$ cat config.mk
export PLATFORM = sky130hd
export DESIGN_NAME = stopwatch_ctrl_flat
export DESIGN_NICKNAME = d
export VERILOG_FILES = /design/src/rtl/stopwatch_ctrl_if.sv /design/src/rtl/stopwatch_ctrl.sv /design/src/flat_wrapper.sv
export SDC_FILE = /design/constraint.sdc
export NUM_CORES = 1
export LEC_CHECK = 0
export BUFFER_PORTS_ARGS = -buffer_cell sky130_fd_sc_hd__buf_2
export CORE_ASPECT_RATIO = 1.2
export CORE_MARGIN = 3
export CORE_UTILIZATION = 35
export CTS_BUF_LIST = sky130_fd_sc_hd__clkbuf_2
export CTS_CLUSTER_SIZE = 25
export DETAILED_ROUTE_END_ITERATION = 16
export HOLD_SLACK_MARGIN = 0.06
export SLEW_MARGIN = 20
export SYNTH_ARGS = -nofsm -noshare
export SYNTH_HDL_FRONTEND = slang
export SYNTH_SLANG_ARGS = --single-unit
$ cat constraint.sdc
create_clock -name clk -period 4.3 [get_ports clk]
set_clock_uncertainty 0.1 [all_clocks]
set_input_delay 0.645 -clock clk [delete_from_list [all_inputs] [get_ports clk]]
set_output_delay 0.645 -clock clk [all_outputs]
set_load 0.02 [all_outputs]
$ cat src/rtl/stopwatch_ctrl_if.sv
// Command, frame-sync and digit signals exchanged between the stopwatch
// controller and its surroundings (button FSM, counter datapath, renderer).
interface stopwatch_ctrl_if;
  logic        startstop_p;
  logic        lap_p;
  logic        clear_p;
  logic        vs;
  logic [19:0] cnt_digits;
  logic        count_en;
  logic        count_clr;
  logic [19:0] disp_digits;
  logic        running;
  logic        lap_active;

  modport master (
    output startstop_p, lap_p, clear_p, vs, cnt_digits,
    input  count_en, count_clr, disp_digits, running, lap_active
  );

  modport slave (
    input  startstop_p, lap_p, clear_p, vs, cnt_digits,
    output count_en, count_clr, disp_digits, running, lap_active
  );
endinterface

$ cat src/rtl/stopwatch_ctrl.sv
// Stopwatch control: run/pause/lap FSM, tick prescaler with saturation at
// 9:59:59, and a frame-synchronous (tear-free) display register.
module stopwatch_ctrl #(
  parameter int unsigned TICK_DIV = 50000000
) (
  input logic             clk,
  input logic             rst,
  stopwatch_ctrl_if.slave bus
);

  typedef enum logic [1:0] {IDLE, RUN, PAUSE, LAP} state_e;

  localparam logic [25:0] PRESC_TOP  = 26'(TICK_DIV - 1);
  localparam logic [19:0] SAT_DIGITS = 20'h95959;

  state_e      state_q, state_d;
  logic [25:0] presc_q, presc_d;
  logic [19:0] snap_q, snap_d;
  logic [19:0] disp_q, disp_d;
  logic        count_en_q, count_en_d;
  logic        count_clr_q, count_clr_d;
  logic        vs_q;

  logic cmd_clr, cmd_ss, cmd_lap;
  logic active_q, active_d;
  logic tick_due, sat, frame;

  always_comb begin
    cmd_clr  = bus.clear_p;
    cmd_ss   = bus.startstop_p & ~bus.clear_p;
    cmd_lap  = bus.lap_p & ~bus.startstop_p & ~bus.clear_p;
    active_q = (state_q == RUN) || (state_q == LAP);
    tick_due = active_q && (presc_q == PRESC_TOP);
    sat      = tick_due && (bus.cnt_digits == SAT_DIGITS);
    frame    = vs_q & ~bus.vs;

    state_d     = state_q;
    snap_d      = snap_q;
    count_clr_d = 1'b0;
    case (state_q)
      IDLE: begin
        if (cmd_clr)     count_clr_d = 1'b1;
        else if (cmd_ss) state_d     = RUN;
      end
      RUN: begin
        if (cmd_ss) state_d = PAUSE;
        else if (cmd_lap) begin
          state_d = LAP;
          snap_d  = bus.cnt_digits;
        end
      end
      PAUSE: begin
        if (cmd_clr) begin
          count_clr_d = 1'b1;
          state_d     = IDLE;
        end else if (cmd_ss) begin
          state_d = RUN;
        end
      end
      LAP: begin
        if (cmd_ss)       state_d = PAUSE;
        else if (cmd_lap) state_d = RUN;
      end
      default: state_d = IDLE;
    endcase

    // Saturation overrides any command and leaves the snapshot untouched.
    if (sat) begin
      state_d = PAUSE;
      snap_d  = snap_q;
    end
    active_d   = (state_d == RUN) || (state_d == LAP);
    count_en_d = tick_due & ~sat;

    // A stop freezes the prescaler on the stop cycle itself; a due tick still wraps it.
    presc_d = presc_q;
    if (count_clr_d || (state_q == IDLE && state_d == RUN)) presc_d = '0;
    else if (tick_due)                                      presc_d = '0;
    else if (active_q && active_d)                          presc_d = presc_q + 26'd1;

    disp_d = disp_q;
    if (frame) disp_d = (state_q == LAP) ? snap_q : bus.cnt_digits;
  end

  always_ff @(posedge clk or posedge rst) begin
    if (rst) begin
      state_q     <= IDLE;
      presc_q     <= '0;
      snap_q      <= '0;
      disp_q      <= '0;
      count_en_q  <= 1'b0;
      count_clr_q <= 1'b0;
      vs_q        <= 1'b1;
    end else begin
      state_q     <= state_d;
      presc_q     <= presc_d;
      snap_q      <= snap_d;
      disp_q      <= disp_d;
      count_en_q  <= count_en_d;
      count_clr_q <= count_clr_d;
      vs_q        <= bus.vs;
    end
  end

  assign bus.count_en    = count_en_q;
  assign bus.count_clr   = count_clr_q;
  assign bus.disp_digits = disp_q;
  assign bus.running     = active_q;
  assign bus.lap_active  = (state_q == LAP);

endmodule

$ cat src/flat_wrapper.sv
// flat-port wrapper written by rule: the top's interface ports become plain ports
module stopwatch_ctrl_flat 
#(
  parameter int unsigned TICK_DIV = 50000000
)
  (clk, rst, bus_startstop_p, bus_lap_p, bus_clear_p, bus_vs, bus_cnt_digits, bus_count_en, bus_count_clr, bus_disp_digits, bus_running, bus_lap_active);
  stopwatch_ctrl_if bus_i ();
  input logic clk;
  input logic rst;
  input wire logic [$bits(bus_i.startstop_p)-1:0] bus_startstop_p;
  input wire logic [$bits(bus_i.lap_p)-1:0] bus_lap_p;
  input wire logic [$bits(bus_i.clear_p)-1:0] bus_clear_p;
  input wire logic [$bits(bus_i.vs)-1:0] bus_vs;
  input wire logic [$bits(bus_i.cnt_digits)-1:0] bus_cnt_digits;
  output wire logic [$bits(bus_i.count_en)-1:0] bus_count_en;
  output wire logic [$bits(bus_i.count_clr)-1:0] bus_count_clr;
  output wire logic [$bits(bus_i.disp_digits)-1:0] bus_disp_digits;
  output wire logic [$bits(bus_i.running)-1:0] bus_running;
  output wire logic [$bits(bus_i.lap_active)-1:0] bus_lap_active;
  assign bus_i.startstop_p = bus_startstop_p;
  assign bus_i.lap_p = bus_lap_p;
  assign bus_i.clear_p = bus_clear_p;
  assign bus_i.vs = bus_vs;
  assign bus_i.cnt_digits = bus_cnt_digits;
  assign bus_count_en = bus_i.count_en;
  assign bus_count_clr = bus_i.count_clr;
  assign bus_disp_digits = bus_i.disp_digits;
  assign bus_running = bus_i.running;
  assign bus_lap_active = bus_i.lap_active;
  stopwatch_ctrl #(.TICK_DIV(TICK_DIV)) u_core (.clk(clk), .rst(rst), .bus(bus_i));
endmodule
---- Word-level counts from Yosys, hierarchy flattened ----
Index checks and enable logic that the tools add are counted.
word-level totals
  register bits after elaboration ......... 71
  output and inout port bits .............. 24
operators by class
  muxes and demuxes ....................... 15
  eq/ne operators ......................... 7
  add/subtract/negate cells ............... 1
  bitwise logic cells ..................... 10
  reductions and logical operators ........ 11
operator list
  kind                     count
  $mux W26                 3
  $add A26 B1 Y26 const B  1
  $eq A26 B26 Y1 const B   1
  $eq A20 B20 Y1 const B   1
  $mux W20                 1
  $mux W2                  8
  $pmux W2 S4              1
  $eq A2 B2 Y1 const B     3
  $and A1 B1 Y1            5
  $not A1 Y1               5
  $eq A2 B1 Y1 const B     2
  $logic_and A1 B1 Y1      4
  $reduce_and A4 Y1        1
  $logic_or A1 B1 Y1       3
  $reduce_bool A3 Y1       1
  $logic_not A2 Y1         1
  $mux W1                  2
  $reduce_or A2 Y1         1

---- Logic depth before layout (Yosys ltp) ----
  word-level depth ........................ 13
  gate-level depth with buffers ........... 7
  depth with buffers taken out ............ 6

---- Worst setup path after synthesis ----
No wires, ideal clock.
  path type ............................... input to register
  from .................................... input bus_cnt_digits[15]
  to ...................................... register u_core.snap_q[0]
  data arrival time ....................... 1,761 ps
  cell stages on the path ................. 6
  setup time .............................. 125 ps
  path buffers ............................ 1
  setup slack ............................. 2,314 ps
  required time ........................... 4,075 ps
  cell sequence ........................... nor4bb_1 > nand3_1 > nor2_1 > a21oi_2 > buf_6 > mux2_4
between the ends
  longest elaborated chain between the ends .. 4
ends and longest elaborated chain
  what                                line                  source
  from (decl)                         flat_wrapper.sv:14    input wire logic [$bits(bus_i.cnt_digits)-1:0] bus_cnt_digits;
  $eq A20 B20 Y1                      stopwatch_ctrl.sv:34  sat = tick_due && (bus.cnt_digits == SAT_DIGITS);
  $logic_and A1 B1 Y1                 stopwatch_ctrl.sv:34
  $not A1 Y1 (no source line)         --
  $reduce_and A4 Y1 (no source line)  --
  to (signal assigned)                stopwatch_ctrl.sv:97  snap_q <= snap_d;
  to (decl)                           stopwatch_ctrl.sv:18  logic [19:0] snap_q, snap_d;
No other way between the ends.
A chain may end at the register's enable or synchronous reset.

---- Worst setup path in the final report ----
  from .................................... register u_core.state_q[0]
  to ...................................... register u_core.snap_q[4]
between the ends
  longest elaborated chain between the ends .. 6
  elaborated cells between the ends (all ways) .. 7
  those cells by class .................... 2 x eq/ne; 1 x bitwise; 4 x reduce/logical
ends and longest elaborated chain
  what                                          line                                        source
  from (decl)                                   stopwatch_ctrl.sv:16                        state_e state_q, state_d;
  from (signal assigned)                        stopwatch_ctrl.sv:95                        state_q <= state_d;
  $eq A2 B1 Y1 or $eq A2 B2 Y1 (tied branches)  stopwatch_ctrl.sv:32, stopwatch_ctrl.sv:40
  $logic_or A1 B1 Y1                            stopwatch_ctrl.sv:32                        active_q = (state_q == RUN) || (state_q == LAP);
  $logic_and A1 B1 Y1                           stopwatch_ctrl.sv:33                        tick_due = active_q && (presc_q == PRESC_TOP);
  $logic_and A1 B1 Y1                           stopwatch_ctrl.sv:34
  $not A1 Y1 (no source line)                   --
  $reduce_and A4 Y1 (no source line) (*)        --
Mark *: on every way between the ends. The rest lies on a longest branch, timed or not.

==> results.sh <==
export IMPL_synthTopCellsByArea="dfrtp_1 51%, mux2_4 8.7%, mux2i_1 6.1%"
export IMPL_synth_edff_count=0
export IMPL_gr_total_overflow=0
export IMPL_drt_wl_total_microns=7020
export IMPL_tightest_slew_ns=0.762
export IMPL_postSynthRegisterBits=71
export IMPL_synth_area_per_cell_sq_um=10.8
export IMPL_numCtsBuffers=9
export IMPL_cp_cell_sequence="nor4b_1 -> and3_1 -> and3_4 -> a21oi_2 -> buf_4 -> mux2_4"
export IMPL_syn_num_nets=347
export IMPL_syn_inst=320
export IMPL_pwr_density_cell_mw_per_mm2=472
export IMPL_async_flop_share=1.00
export IMPL_grt_pass1_vias=2573
export IMPL_cts_buffer_depth=2
export IMPL_dieArea_sq_mm=0.0111
export IMPL_grt_max_degree=41
export IMPL_top_layer_used="met4"
export IMPL_stdcell_count=498
export IMPL_gp_congestion=0.765
export IMPL_die_h_microns=115
export IMPL_cts_resized=0
export IMPL_peakVddDrop_mv=0.158
export IMPL_multiInputGateArea_sq_mm=0.00159
export IMPL_critPathCaptureType="register"
export IMPL_grt_usage=0.139
export IMPL_wl_met2_microns=3310
export IMPL_clk_latency_ns=0.50
export IMPL_synth_top_cell_by_area="dfrtp_1"
export IMPL_finalSetupViolCount=0
export IMPL_min_period_over_period=0.629
export IMPL_yosys_warnings=0
export IMPL_crit_family="flip-flops"
export IMPL_clkTransAtPathRegs_ns=0.20
export IMPL_cts_root_buf="clkbuf_2"
export IMPL_hp_class="in2async"
export IMPL_cts_post_setup_buffers_inserted=0
export IMPL_first_iter_violations=116
export IMPL_syn2layout_area_growth_pct=13.5
export IMPL_die_width_microns=96.9
export IMPL_critPathMaxStageDelay_ns=0.63
export IMPL_wire_per_inst_microns=14.1
export IMPL_initial_core_util=0.361
export IMPL_path_class="reg2reg"
export IMPL_cts_htree_levels=3
export IMPL_synth_main_ff_cell="dfrtp_1"
export IMPL_synth_top_area_frac=0.505
export IMPL_portBuffers=49
export IMPL_finalMaxSlewViolations=0
export IMPL_netlist_top_cells_count="70 x dfrtp_1, 37 x nand2_1, 31 x nor2_1"
export IMPL_slowest_stage="dfrtp_1"
export IMPL_synth_cell_types=34
export IMPL_period_minus_slack_ns=2.70
export IMPL_setup_ws_ns=1.60
export IMPL_dp_cells=481
export IMPL_crit_required_ns=4.59
export IMPL_drc=0
export IMPL_grt_pass1_wl_microns=12600
export IMPL_rsz0062_at_grt="no"
export IMPL_dp_final_hpwl_microns=4960
export IMPL_antenna_found_initial=0
export IMPL_slew_headroom=0.491
export IMPL_coreArea_sq_mm=0.00961
export IMPL_clock_sinks=71
export IMPL_leakage_nw=1.87
export IMPL_syn_cell_area_sq_mm=0.00347
export IMPL_wl_met1_microns=3310
export IMPL_met3_length_microns=304
export IMPL_num_vias=2458
export IMPL_fmax_ghz=0.370
export IMPL_rows=39
export IMPL_cp_arrival_ns=2.99
export IMPL_drv_cap=0
export IMPL_worst_path_buf_inv=1
export IMPL_tns_ns=0
export IMPL_pre_cts_ws_ns=1.64
export IMPL_viasPerCell=4.94
export IMPL_startpoint_type="register"
export IMPL_cts_tree="done"
export IMPL_seqCellArea_sq_mm=0.00178
export IMPL_diodes=0
export IMPL_cp_max_fo=17
export IMPL_drive_gt1_frac=0.253
export IMPL_ios=50
export IMPL_nets=397
export IMPL_status="completed"
export IMPL_hold_violations=0
export IMPL_nFillCells=949
export IMPL_yosysMostFrequentCell="dfrtp_1"
export IMPL_drt_pass1_iter_count=5
export IMPL_postRouteAntennaNets=0
export IMPL_synth_seq_area_share=0.513
[worst paths after layout]
kind	start	cells after the start	end	slack, ns
worst max-delay path	u_core.state_q[0]	6	u_core.snap_q[4]	1.60
worst min-delay path	rst	2	u_core.bus.disp_digits[4]	0.14
worst max register to register	u_core.state_q[0]	6	u_core.snap_q[4]	1.60
worst min register to register	u_core.bus.disp_digits[0]	2	u_core.bus.disp_digits[0]	0.40
max in group asynchronous	rst	3	u_core.presc_q[19]	2.98
min in group clk	bus_cnt_digits[15]	2	u_core.snap_q[15]	0.29
[layout by cell type (no fill, tap or decap), types with 9 or more instances in the layout]
| cell | Yosys | layout |
|---|---|---|
| dfrtp_1 | 70 | 70 |
| buf_2 | 8 | 49 |
| nand2_1 | 37 | 37 |
| nor2_1 | 31 | 31 |
| o21ai_0 | 23 | 23 |
| mux2i_1 | 21 | 21 |
| mux2_4 | 20 | 20 |
| xnor2_1 | 19 | 19 |
| nand3_1 | 12 | 12 |
| clkbuf_2 | 0 | 10 |
| nor3_1 | 9 | 9 |
[per-layer routing]
layer / global-route usage / up-vias
met5: 0 / -
met4: 0.0562 / 0
met3: 0.0388 / 9
met2: 0.222 / 45
met1: 0.179 / 1186
li1: - / 1218
[state kept, by name, summed over array words and instances, names as in the netlist]
name                    flops
u_core.bus.count_clr        1
u_core.state_q              2
u_core.vs_q                 1
u_core.presc_q             26
u_core.bus.count_en         1
u_core.bus.disp_digits     20
u_core.snap_q              20
[timing repair]
action,4_1_cts,5_1_grt
hold endpoints to repair,0,1
setup endpoints to repair,0,0
hold buffers,0,1
[stage by stage]
step | total power [mW] | hold WS [ns] | utilization | area, sq um
2_1_floorplan | 1.36 | 0.381 | - | 3470
3_3_place_gp | 1.49 | 0.356 | 0.397 | 3820
3_5_place_dp | 1.50 | 0.365 | 0.397 | 3820
4_1_cts | 1.88 | 0.0675 | 0.409 | 3930
5_1_grt | 1.98 | 0.138 | 0.410 | 3940
6_report | 1.86 | 0.140 | 0.410 | 3940
[cell type report]
type | count | share of cell area
Timing Repair Buffer | 54 | 0.0724
Sequential cell | 71 | 0.452
Clock inverter | 6 | 0.0156
Clock buffer | 10 | 0.0127
Multi-Input combinational cell | 228 | 0.403
Inverter | 6 | 0.00572
Tap cell | 123 | 0.0391
[cell families (layout without fill, tap and decap cells)]
kind of cell	Yosys count	count (layout)	share of synthesized area
xor gates and xnor gates	23	23	0.0581
adders and majority gates	1	1	0.00361
DFF	71	71	0.513
buffers and inverters	21	76	0.0299
muxes	41	41	0.147
AOI/OAI and AO/OA	33	33	0.0498
and+or+nand+nor	130	130	0.199
[report_power, final]
group          internal [mW]  switching (mW)  total [mW]
logic                  0.270           0.279       0.549
clock network          0.135           0.242       0.377
registers              0.824           0.108       0.931
Note: power is estimated with default switching activity, not from simulation.
